<file path="config.mk">
export PLATFORM = sky130hd
export DESIGN_NAME = matriz_stream_io
export DESIGN_NICKNAME = d
export VERILOG_FILES = /design/src/rtl/matriz_stream_io.sv
export SDC_FILE = /design/constraint.sdc
export NUM_CORES = 1
export LEC_CHECK = 0
export ABC_AREA = 0
export BUFFER_PORTS_ARGS = -buffer_cell sky130_fd_sc_hd__buf_2
export CAP_MARGIN = 0
export CELL_PAD_IN_SITES_DETAIL_PLACEMENT = 0
export CELL_PAD_IN_SITES_GLOBAL_PLACEMENT = 1
export CORE_MARGIN = 8
export CORE_UTILIZATION = 46
export DETAILED_ROUTE_END_ITERATION = 7
export GPL_TIMING_DRIVEN = 0
export PLACE_DENSITY_LB_ADDON = 0.1
export SLEW_MARGIN = 15
export SYNTH_ARGS = -nofsm -noshare
export SYNTH_HDL_FRONTEND = slang
export SYNTH_SLANG_ARGS = --single-unit
export TNS_END_PERCENT = 10
</file>
<file path="constraint.sdc">
create_clock -name clock -period 6 [get_ports clock]
set_input_delay 0.6 -clock clock [delete_from_list [all_inputs] [get_ports clock]]
set_output_delay 0.6 -clock clock [all_outputs]
set_load 0.005 [all_outputs]
</file>
<file path="src/rtl/matriz_stream_io.sv">
// Stream wrapper for the 5x5 int8 matrix multiplier: collects A and B row-major,
// holds them on packed buses for one multiplier pass, then streams the product out.
`timescale 1ns/1ps
module matriz_stream_io #(
    parameter int DIM    = 5,
    parameter int ELEM_W = 8
) (
    input  logic                        clock,
    input  logic                        reset_n,
    input  logic                        abort,
    input  logic [ELEM_W-1:0]           in_data,
    input  logic                        in_valid,
    output logic                        in_ready,
    output logic [DIM*DIM*ELEM_W-1:0]   matriz_a,
    output logic [DIM*DIM*ELEM_W-1:0]   matriz_b,
    output logic                        mult_start,
    input  logic [DIM*DIM*ELEM_W-1:0]   matriz_c,
    input  logic                        mult_done,
    output logic [ELEM_W-1:0]           out_data,
    output logic                        out_valid,
    input  logic                        out_ready,
    output logic                        out_last,
    output logic                        busy,
    output logic                        error
);
    localparam int N  = DIM * DIM;
    localparam int IW = $clog2(N);
    localparam int RW = $clog2(DIM);
    localparam logic [IW-1:0] LAST_IDX = IW'(N - 1);
    localparam logic [RW-1:0] LAST_ROW = RW'(DIM - 1);

    typedef enum logic [2:0] {
        S_IDLE,
        S_LOAD_A,
        S_LOAD_B,
        S_RUN,
        S_CAPTURE,
        S_DRAIN
    } state_t;

    state_t            state_reg;
    logic [IW-1:0]     count_reg;
    logic [IW-1:0]     idx_reg;
    logic [RW-1:0]     run_cnt_reg;
    logic              in_ready_reg;
    logic              mult_start_reg;
    logic              out_valid_reg;
    logic              error_reg;
    logic [ELEM_W-1:0] a_reg [N];
    logic [ELEM_W-1:0] b_reg [N];
    logic [ELEM_W-1:0] c_reg [N];
    logic [ELEM_W-1:0] c_in  [N];

    logic accept;
    logic xfer;

    assign accept = in_valid & in_ready_reg;
    assign xfer   = out_valid_reg & out_ready;

    // Element (r,c) sits at r*DIM*ELEM_W + c*ELEM_W, i.e. flat index k = r*DIM + c.
    genvar gi;
    generate
        for (gi = 0; gi < N; gi++) begin : g_pack
            assign matriz_a[gi*ELEM_W +: ELEM_W] = a_reg[gi];
            assign matriz_b[gi*ELEM_W +: ELEM_W] = b_reg[gi];
            assign c_in[gi]                      = matriz_c[gi*ELEM_W +: ELEM_W];
        end
    endgenerate

    always_ff @(posedge clock or negedge reset_n) begin
        if (!reset_n) begin
            state_reg      <= S_IDLE;
            count_reg      <= '0;
            idx_reg        <= '0;
            run_cnt_reg    <= '0;
            in_ready_reg   <= 1'b0;
            mult_start_reg <= 1'b0;
            out_valid_reg  <= 1'b0;
            error_reg      <= 1'b0;
            a_reg          <= '{default: '0};
            b_reg          <= '{default: '0};
            c_reg          <= '{default: '0};
        end else if (abort) begin
            // Operands and the sticky error survive an abort.
            state_reg      <= S_IDLE;
            count_reg      <= '0;
            idx_reg        <= '0;
            run_cnt_reg    <= '0;
            in_ready_reg   <= 1'b1;
            mult_start_reg <= 1'b0;
            out_valid_reg  <= 1'b0;
        end else begin
            case (state_reg)
                S_IDLE: begin
                    in_ready_reg <= 1'b1;
                    if (accept) begin
                        a_reg[0]  <= in_data;
                        count_reg <= IW'(1);
                        state_reg <= S_LOAD_A;
                    end
                end
                S_LOAD_A: begin
                    if (accept) begin
                        a_reg[count_reg] <= in_data;
                        if (count_reg == LAST_IDX) begin
                            count_reg <= '0;
                            state_reg <= S_LOAD_B;
                        end else begin
                            count_reg <= count_reg + 1'b1;
                        end
                    end
                end
                S_LOAD_B: begin
                    if (accept) begin
                        b_reg[count_reg] <= in_data;
                        if (count_reg == LAST_IDX) begin
                            count_reg      <= '0;
                            run_cnt_reg    <= '0;
                            in_ready_reg   <= 1'b0;
                            mult_start_reg <= 1'b1;
                            state_reg      <= S_RUN;
                        end else begin
                            count_reg <= count_reg + 1'b1;
                        end
                    end
                end
                S_RUN: begin
                    if (run_cnt_reg == LAST_ROW) begin
                        run_cnt_reg    <= '0;
                        mult_start_reg <= 1'b0;
                        state_reg      <= S_CAPTURE;
                    end else begin
                        run_cnt_reg <= run_cnt_reg + 1'b1;
                    end
                end
                S_CAPTURE: begin
                    // A missing done is flagged but the product is still taken.
                    c_reg         <= c_in;
                    error_reg     <= error_reg | ~mult_done;
                    idx_reg       <= '0;
                    out_valid_reg <= 1'b1;
                    state_reg     <= S_DRAIN;
                end
                S_DRAIN: begin
                    if (xfer) begin
                        if (idx_reg == LAST_IDX) begin
                            idx_reg       <= '0;
                            out_valid_reg <= 1'b0;
                            in_ready_reg  <= 1'b1;
                            state_reg     <= S_IDLE;
                        end else begin
                            idx_reg <= idx_reg + 1'b1;
                        end
                    end
                end
                default: begin
                    state_reg <= S_IDLE;
                end
            endcase
        end
    end

    assign in_ready   = in_ready_reg;
    assign mult_start = mult_start_reg;
    assign out_valid  = out_valid_reg;
    assign out_data   = c_reg[idx_reg];
    assign out_last   = out_valid_reg && (idx_reg == LAST_IDX);
    assign busy       = (state_reg != S_IDLE);
    assign error      = error_reg;

endmodule
</file>
==> flow_summary.yaml, run 1 <==
sta:
  rsz0062_at_grt: "false"
  fin_crit_ps: 4120
  final-max-slew-violation-count: 0
  fmax_mhz: 243
  slew_headroom: 0.339
  min_period_over_period: 0.687
  finalClockSkew_ps: 19.3
  setup_ws_ps: 1880
  hold_violations: 0
  setup_viol: 0
  tightest_slew_ps: 967
logic_synthesis:
  synth_edf_count: 0
  synth_nets: 2309
  syn_avg_cell_area_sq_um: 12.5
  synth-seq-cells: 620
  synthTopCellsByArea: "dfrtp_1 (59%), mux2_2 (15%), nand2_1 (9.3%)"
  ys_seq_area_frac: 0.595
  synth_cell_types: 63
  netlist_area_sq_mm: 0.0261
  ys.flop_type: "dfrtp_1"
  synth-async-reset-ratio: 1.00
  yosys.area.top_type_share: 0.595
  ys_warn_count: 0
  netlist_instances: 2087
  yosysTopAreaCell: "dfrtp_1"
placed_design:
  gp_routability_congestion: 0.849
  numPortBuffers: 618
  post-dp-hpwl_mm: 65.5
  dp_slack_ps: 2550
  postPlaceCellArea_sq_mm: 0.0303
  dp_cells: 3467
detailed_routing:
  vias: 18600
  ant_nets: 0
  drc: 0
  avgViaCountPerCell: 5.17
  drt_iter0_markers: 961
  routedWlPerCell_microns: 23.7
  drt_pass1_iterations: 5
  routed_wl_mm: 85.0
grt:
  grtUsageTotal: 0.258
  grt_pass1_vias: 19300
  antenna_found_initial: 4
  grt_pass1_wl_mm: 125
  grt_max_degree: 105
  globalRouteOverflowTotal: 0
clocking:
  cts.reportedPaths.clkPinSlew_ps: 60
  post_cts_buffers: 0
  cts.sinks: 620
  root_buffer: "clkbuf_16"
  cts_tree: "yes"
  cts_htree_levels: 3
  clk-insertion-delay-late_ps: 590
  cts_max_path_buffers: 3
  cts_buffers: 69
run:
  drv_cap: 0
setup_path:
  slowest_delay_ps: 880
  critPathCaptureType: "output port"
  path_class: "reg2out"
  crit_required_ps: 5400
  start_kind: "register"
  arrival_ps: 3520
  cp_slowest_cell: "a2111oi_0"
  crit_top_cell: "buf_6"
  cp_cell_sequence: "buf_6 -> buf_6 -> buf_4 -> buf_6 -> mux2i_1 -> o22ai_1 -> a2111oi_0 -> a31oi_1 -> buf_2"
  path_max_fanout: 10
power_and_ir_drop:
  ir_drop_uv: 246
  p_leak_nw: 18.1
  cellPowerDensity_mw_per_mm2: 294
hold_path:
  hp-class: "in2reg"
floorplanning:
  fp-row-count: 87
  die_h_microns: 254
  core_area_sq_mm: 0.0563
  initial_core_util: 0.463
  dieWidth_microns: 254
  dieArea_sq_mm: 0.0646
  ios: 628
status:
  status: "finished clean"
finish:
  drive_above_1_share: 0.444
  seqCellArea_sq_mm: 0.0155
  syn2layout_area_growth_pct: 25.3
  n_fill_cell: 4797
  layout_common_cells: "nand2_1 (648), buf_2 (632), dfrtp_1 (620), mux2_2 (357), clkbuf_1 (101)"
  nets: 3005
  final_cell_area_sq_mm: 0.0327
  layout_commonest_cell: "nand2_1"
  stdcell_count: 3592
  multi_input_area_sq_mm: 0.00994
[Yosys cell counts, drive strengths merged, types with 3 or more instances]
cell type / instances
nand4: 7
nor3: 4
nand3: 13
nor2: 46
and2: 9
nor3b: 3
o22ai: 9
nand2: 674
inv: 11
a21boi: 4
a31oi: 5
o21ai: 17
xor2: 6
mux2i: 20
and2b: 4
a21o: 7
ha: 8
dfrtp: 620
clkbuf: 93
a21oi: 13
a2111oi: 6
buf: 32
mux2: 406
nand2b: 7
mux4: 35
[layer usage]
layer  up-vias  GRT usage  share of wire
li1       8422          -              -
met1      9385      0.312           0.39
met5         -          0        0.00027
met3       155     0.0643          0.070
met2       602      0.440           0.50
met4         4      0.105          0.039
[worst paths after layout]
kind                                        start  slack [ps]  depth (start not counted)                         to
hold / removal                      matriz_c[176]         200                          3      c_reg[16]$_DFFE_PN0P_
hold reg to reg             c_reg[16]$_DFFE_PN0P_         470                          2      c_reg[16]$_DFFE_PN0P_
setup / recovery           idx_reg[0]$_DFFE_PN0P_        1880                          9                out_data[6]
max in group asynchronous                 reset_n        3220                          6     c_reg[148]$_DFFE_PN0P_
min in group asynchronous                 reset_n         540                          2  matriz_b[127]$_DFFE_PN0P_
setup reg to reg           idx_reg[1]$_DFFE_PN0P_        3440                          9   state_reg[0]$_DFFE_PN0P_
[cell type report]
class	count	share of cell area
flip-flops and latches	620	0.475
multi-input cells	1331	0.304
repair buffers	625	0.100
clock buffers	97	0.0629
well taps	756	0.0290
plain buffers	125	0.0180
clock inverters	24	0.00938
inverters	11	0.00126
diodes	3	0.000230
[cell families after synthesis]
kind of cell / synth area share
XOR/XNOR: 0.00269
flip-flops: 0.595
AND/OR/NAND/NOR: 0.136
AO/OA/AOI/OAI: 0.0188
buffers and inverters: 0.0241
multiplexers: 0.219
adder cells (fa/ha/maj): 0.00461
[worst max-delay path: cells and delay by family (launching register included)]
family          cells  cell delay (ps)
buf+inv             5             1060
compound gates      3             1240
flops               1              380
mux                 1              250
[what timing repair did]
item / 4_1_cts / 5_1_grt
resized for setup: 0 / 0
endpoints found under the hold margin: 52 / 0
hold buffers: 1 / 0
[where the power goes]
| part | internal [mW] | switching (mW) |
|---|---|---|
| clock network | 2.65 | 1.70 |
| registers | 4.40 | 0.115 |
| logic | 0.321 | 0.427 |
[through the flow]
stage | hold slack, ps | util | TNS (ps) | power, mW
2_1_floorplan | 304 | - | 0 | 4.95
3_3_place_gp | 453 | 0.535 | -5041130 | 5.32
3_5_place_dp | 458 | 0.538 | 0 | 5.35
4_1_cts | 163 | 0.580 | 0 | 9.72
5_1_grt | 183 | 0.581 | 0 | 9.98
6_report | 198 | 0.581 | 0 | 9.62
(Power assumes the default switching activity.)
==> inputs of run 2 (changes only) <==
- CORE_UTILIZATION: 46 -> 38
- clock period: 6 -> 3.6 ns (I/O delays scaled with it)
==> run 2 against run 1 <==
Against the previous run: via count grew 4.6%; critical endpoint unchanged; flip-flop and latch count unchanged; design area increased by 7.0%; clock-buffer cell count is 4 higher; clock skew up 5.8 ps; non-clock buffer count grew 201; routed wire length increased by 7.1%.
==> flow_summary.yaml, run 2 (synthesized netlist as in run 1, its figures left out) <==
grt:
  use_met1: 0.272
  globalRouteOverflowTotal: 0
  antenna_found_initial: 3
  grt_max_degree: 110
  grt_use_met3: 0.0583
  grt_use_met2: 0.404
  grtUsageTotal: 0.232
  grt_pass1_wl_mm: 137
  grt_pass1_vias: 20700
  top_usage_layer: "met2"
setup_path:
  critPathCaptureType: "output port"
  cp_slowest_cell: "a2111oi_2"
  crit_path_start: "idx_reg[0]$_DFFE_PN0P_"
  r2r_start: "idx_reg[1]$_DFFE_PN0P_"
  arrival_ps: 3040
  path_max_fanout: 10
  slowest_delay_ps: 470
  cp_cell_sequence: "buf_6 -> buf_6 -> buf_6 -> buf_6 -> mux2i_1 -> o22ai_1 -> a2111oi_2 -> a31oi_1 -> buf_2"
  crit_required_ps: 3240
  path_class: "reg2out"
  start_kind: "register"
  crit_top_cell: "buf_6"
floorplanning:
  ios: 628
  fp-row-count: 96
  initial_core_util: 0.382
  die_h_microns: 278
  core_area_sq_mm: 0.0682
  dieWidth_microns: 278
  dieArea_sq_mm: 0.0773
finish:
  syn2layout_area_growth_pct: 34.0
  layout_common_cells: "nand2_1 (648), buf_2 (633), dfrtp_1 (620), mux2_2 (357), dlygate4sd3_1 (202)"
  final_cell_area_sq_mm: 0.0350
  layout_commonest_cell: "nand2_1"
  utilization: 0.512
  n_fill_cell: 6119
  drive_above_1_share: 0.417
  nets: 3207
  stdcell_count: 3925
sta:
  setup_ws_ps: 198
  min_period_over_period: 0.945
  tightest_slew_ps: 925
  fmax_mhz: 294
  hold_violations: 0
  slew_headroom: 0.384
  fin_crit_ps: 3400
  final-max-slew-violation-count: 0
  finalClockSkew_ps: 25.0
  rsz0062_at_grt: "false"
  setup_viol: 0
power_and_ir_drop:
  p_sw_frac: 0.238
  p_clk_frac: 0.454
  p_seq_frac: 0.458
  p_leak_nw: 19.0
  comb_power_share: 0.088
  ir_drop_uv: 302
  cellPowerDensity_mw_per_mm2: 470
  power_switching_mw: 3.92
  p_int_mw: 12.5
  finalPower_mw: 16.4
run:
  drv_cap: 0
detailed_routing:
  drc: 0
  vias: 19400
  drt_iter0_markers: 1069
  routed_wl_mm: 91.1
  ant_nets: 0
  drt_pass1_iterations: 7
  routedWlPerCell_microns: 23.2
  avgViaCountPerCell: 4.95
status:
  status: "finished clean"
hold_path:
  min_from: "matriz_c[39]"
  hp-class: "in2reg"
clocking:
  root_buffer: "clkbuf_16"
  cts_htree_levels: 3
  cts.reportedPaths.clkPinSlew_ps: 60
  cts_buffers: 70
  cts.sinks: 620
  cts_max_path_buffers: 3
  cts_tree: "yes"
  clk-insertion-delay-late_ps: 610
placed_design:
  dp_cells: 3593
  gp_routability_congestion: 0.829
  post-dp-hpwl_mm: 68.8
  dp_slack_ps: 456
  postPlaceCellArea_sq_mm: 0.0305
  numPortBuffers: 618
[run 2: cell count changes in the layout (fill, tap and decap cells not counted), sizes merged]
cell and change:
clkinv +2, clkbuf +4, inv -1, dlygate4sd3 +201
clkinvlp +1
[run 2: what timing repair did]
| item | in CTS | in global routing |
|---|---|---|
| hold buffers | 202 | 0 |
| pin swaps | 0 | 0 |
| gates resized for setup | 9 | 3 |
| setup endpoints to repair | 4 | 3 |
| endpoints found under the hold margin | 269 | 0 |
| setup buffers | 0 | 0 |
[run 2: power groups by stage]
stage	sequential, mW	combinational [mW]	clock (mW)
6_report	7.53	1.45	7.46
4_1_cts	7.53	1.47	7.64
2_1_floorplan	7.60	0.639	0
3_5_place_dp	7.65	1.29	0
5_1_grt	7.57	1.60	7.90
3_3_place_gp	7.64	1.24	0
[run 2: final cells by class]
class | count | area, sq um | share of cell area
diodes | 3 | 7.51 | 0.000215
plain buffers | 125 | 593 | 0.0170
clock buffers | 101 | 2090 | 0.0598
clock inverters | 26 | 353 | 0.0101
inverters | 11 | 41.3 | 0.00118
multi-input cells | 1331 | 9960 | 0.285
flip-flops and latches | 620 | 15500 | 0.444
well taps | 882 | 1100 | 0.0316
repair buffers | 826 | 5290 | 0.151
[run 2: worst max-delay path, delay by kind of cell, from the launching register on]
| family | cells | cell delay (ps) |
|---|---|---|
| buffers and inverters | 5 | 990 |
| flip-flops | 1 | 380 |
| multiplexers | 1 | 260 |
| AO/OA/AOI/OAI | 3 | 800 |
[run 2: final timing paths]
kind / cells after the start / slack (ps) / endpoint
max: 9 / 200 / out_data[6]
min: 3 / 50 / c_reg[167]$_DFFE_PN0P_
max reg2reg: 8 / 1000 / state_reg[2]$_DFFE_PN0P_
min reg2reg: 2 / 470 / c_reg[143]$_DFFE_PN0P_
max in group asynchronous: 5 / 1550 / c_reg[152]$_DFFE_PN0P_
min in group asynchronous: 2 / 310 / matriz_b[124]$_DFFE_PN0P_
[run 2: through the flow]
stage,setup TNS (ps),hold slack (ps)
after global placement,-6568500,454
after CTS,0,3.45
after global routing,0,17.6
after floorplan,0,64.4
final,0,51.7
after detailed placement,0,380
[run 2: layer usage]
| metal | part of all wire | vias up |
|---|---|---|
| met5 | 0 | - |
| li1 | - | 8809 |
| met1 | 0.39 | 9844 |
| met3 | 0.059 | 183 |
| met2 | 0.50 | 592 |
| met4 | 0.047 | 0 |
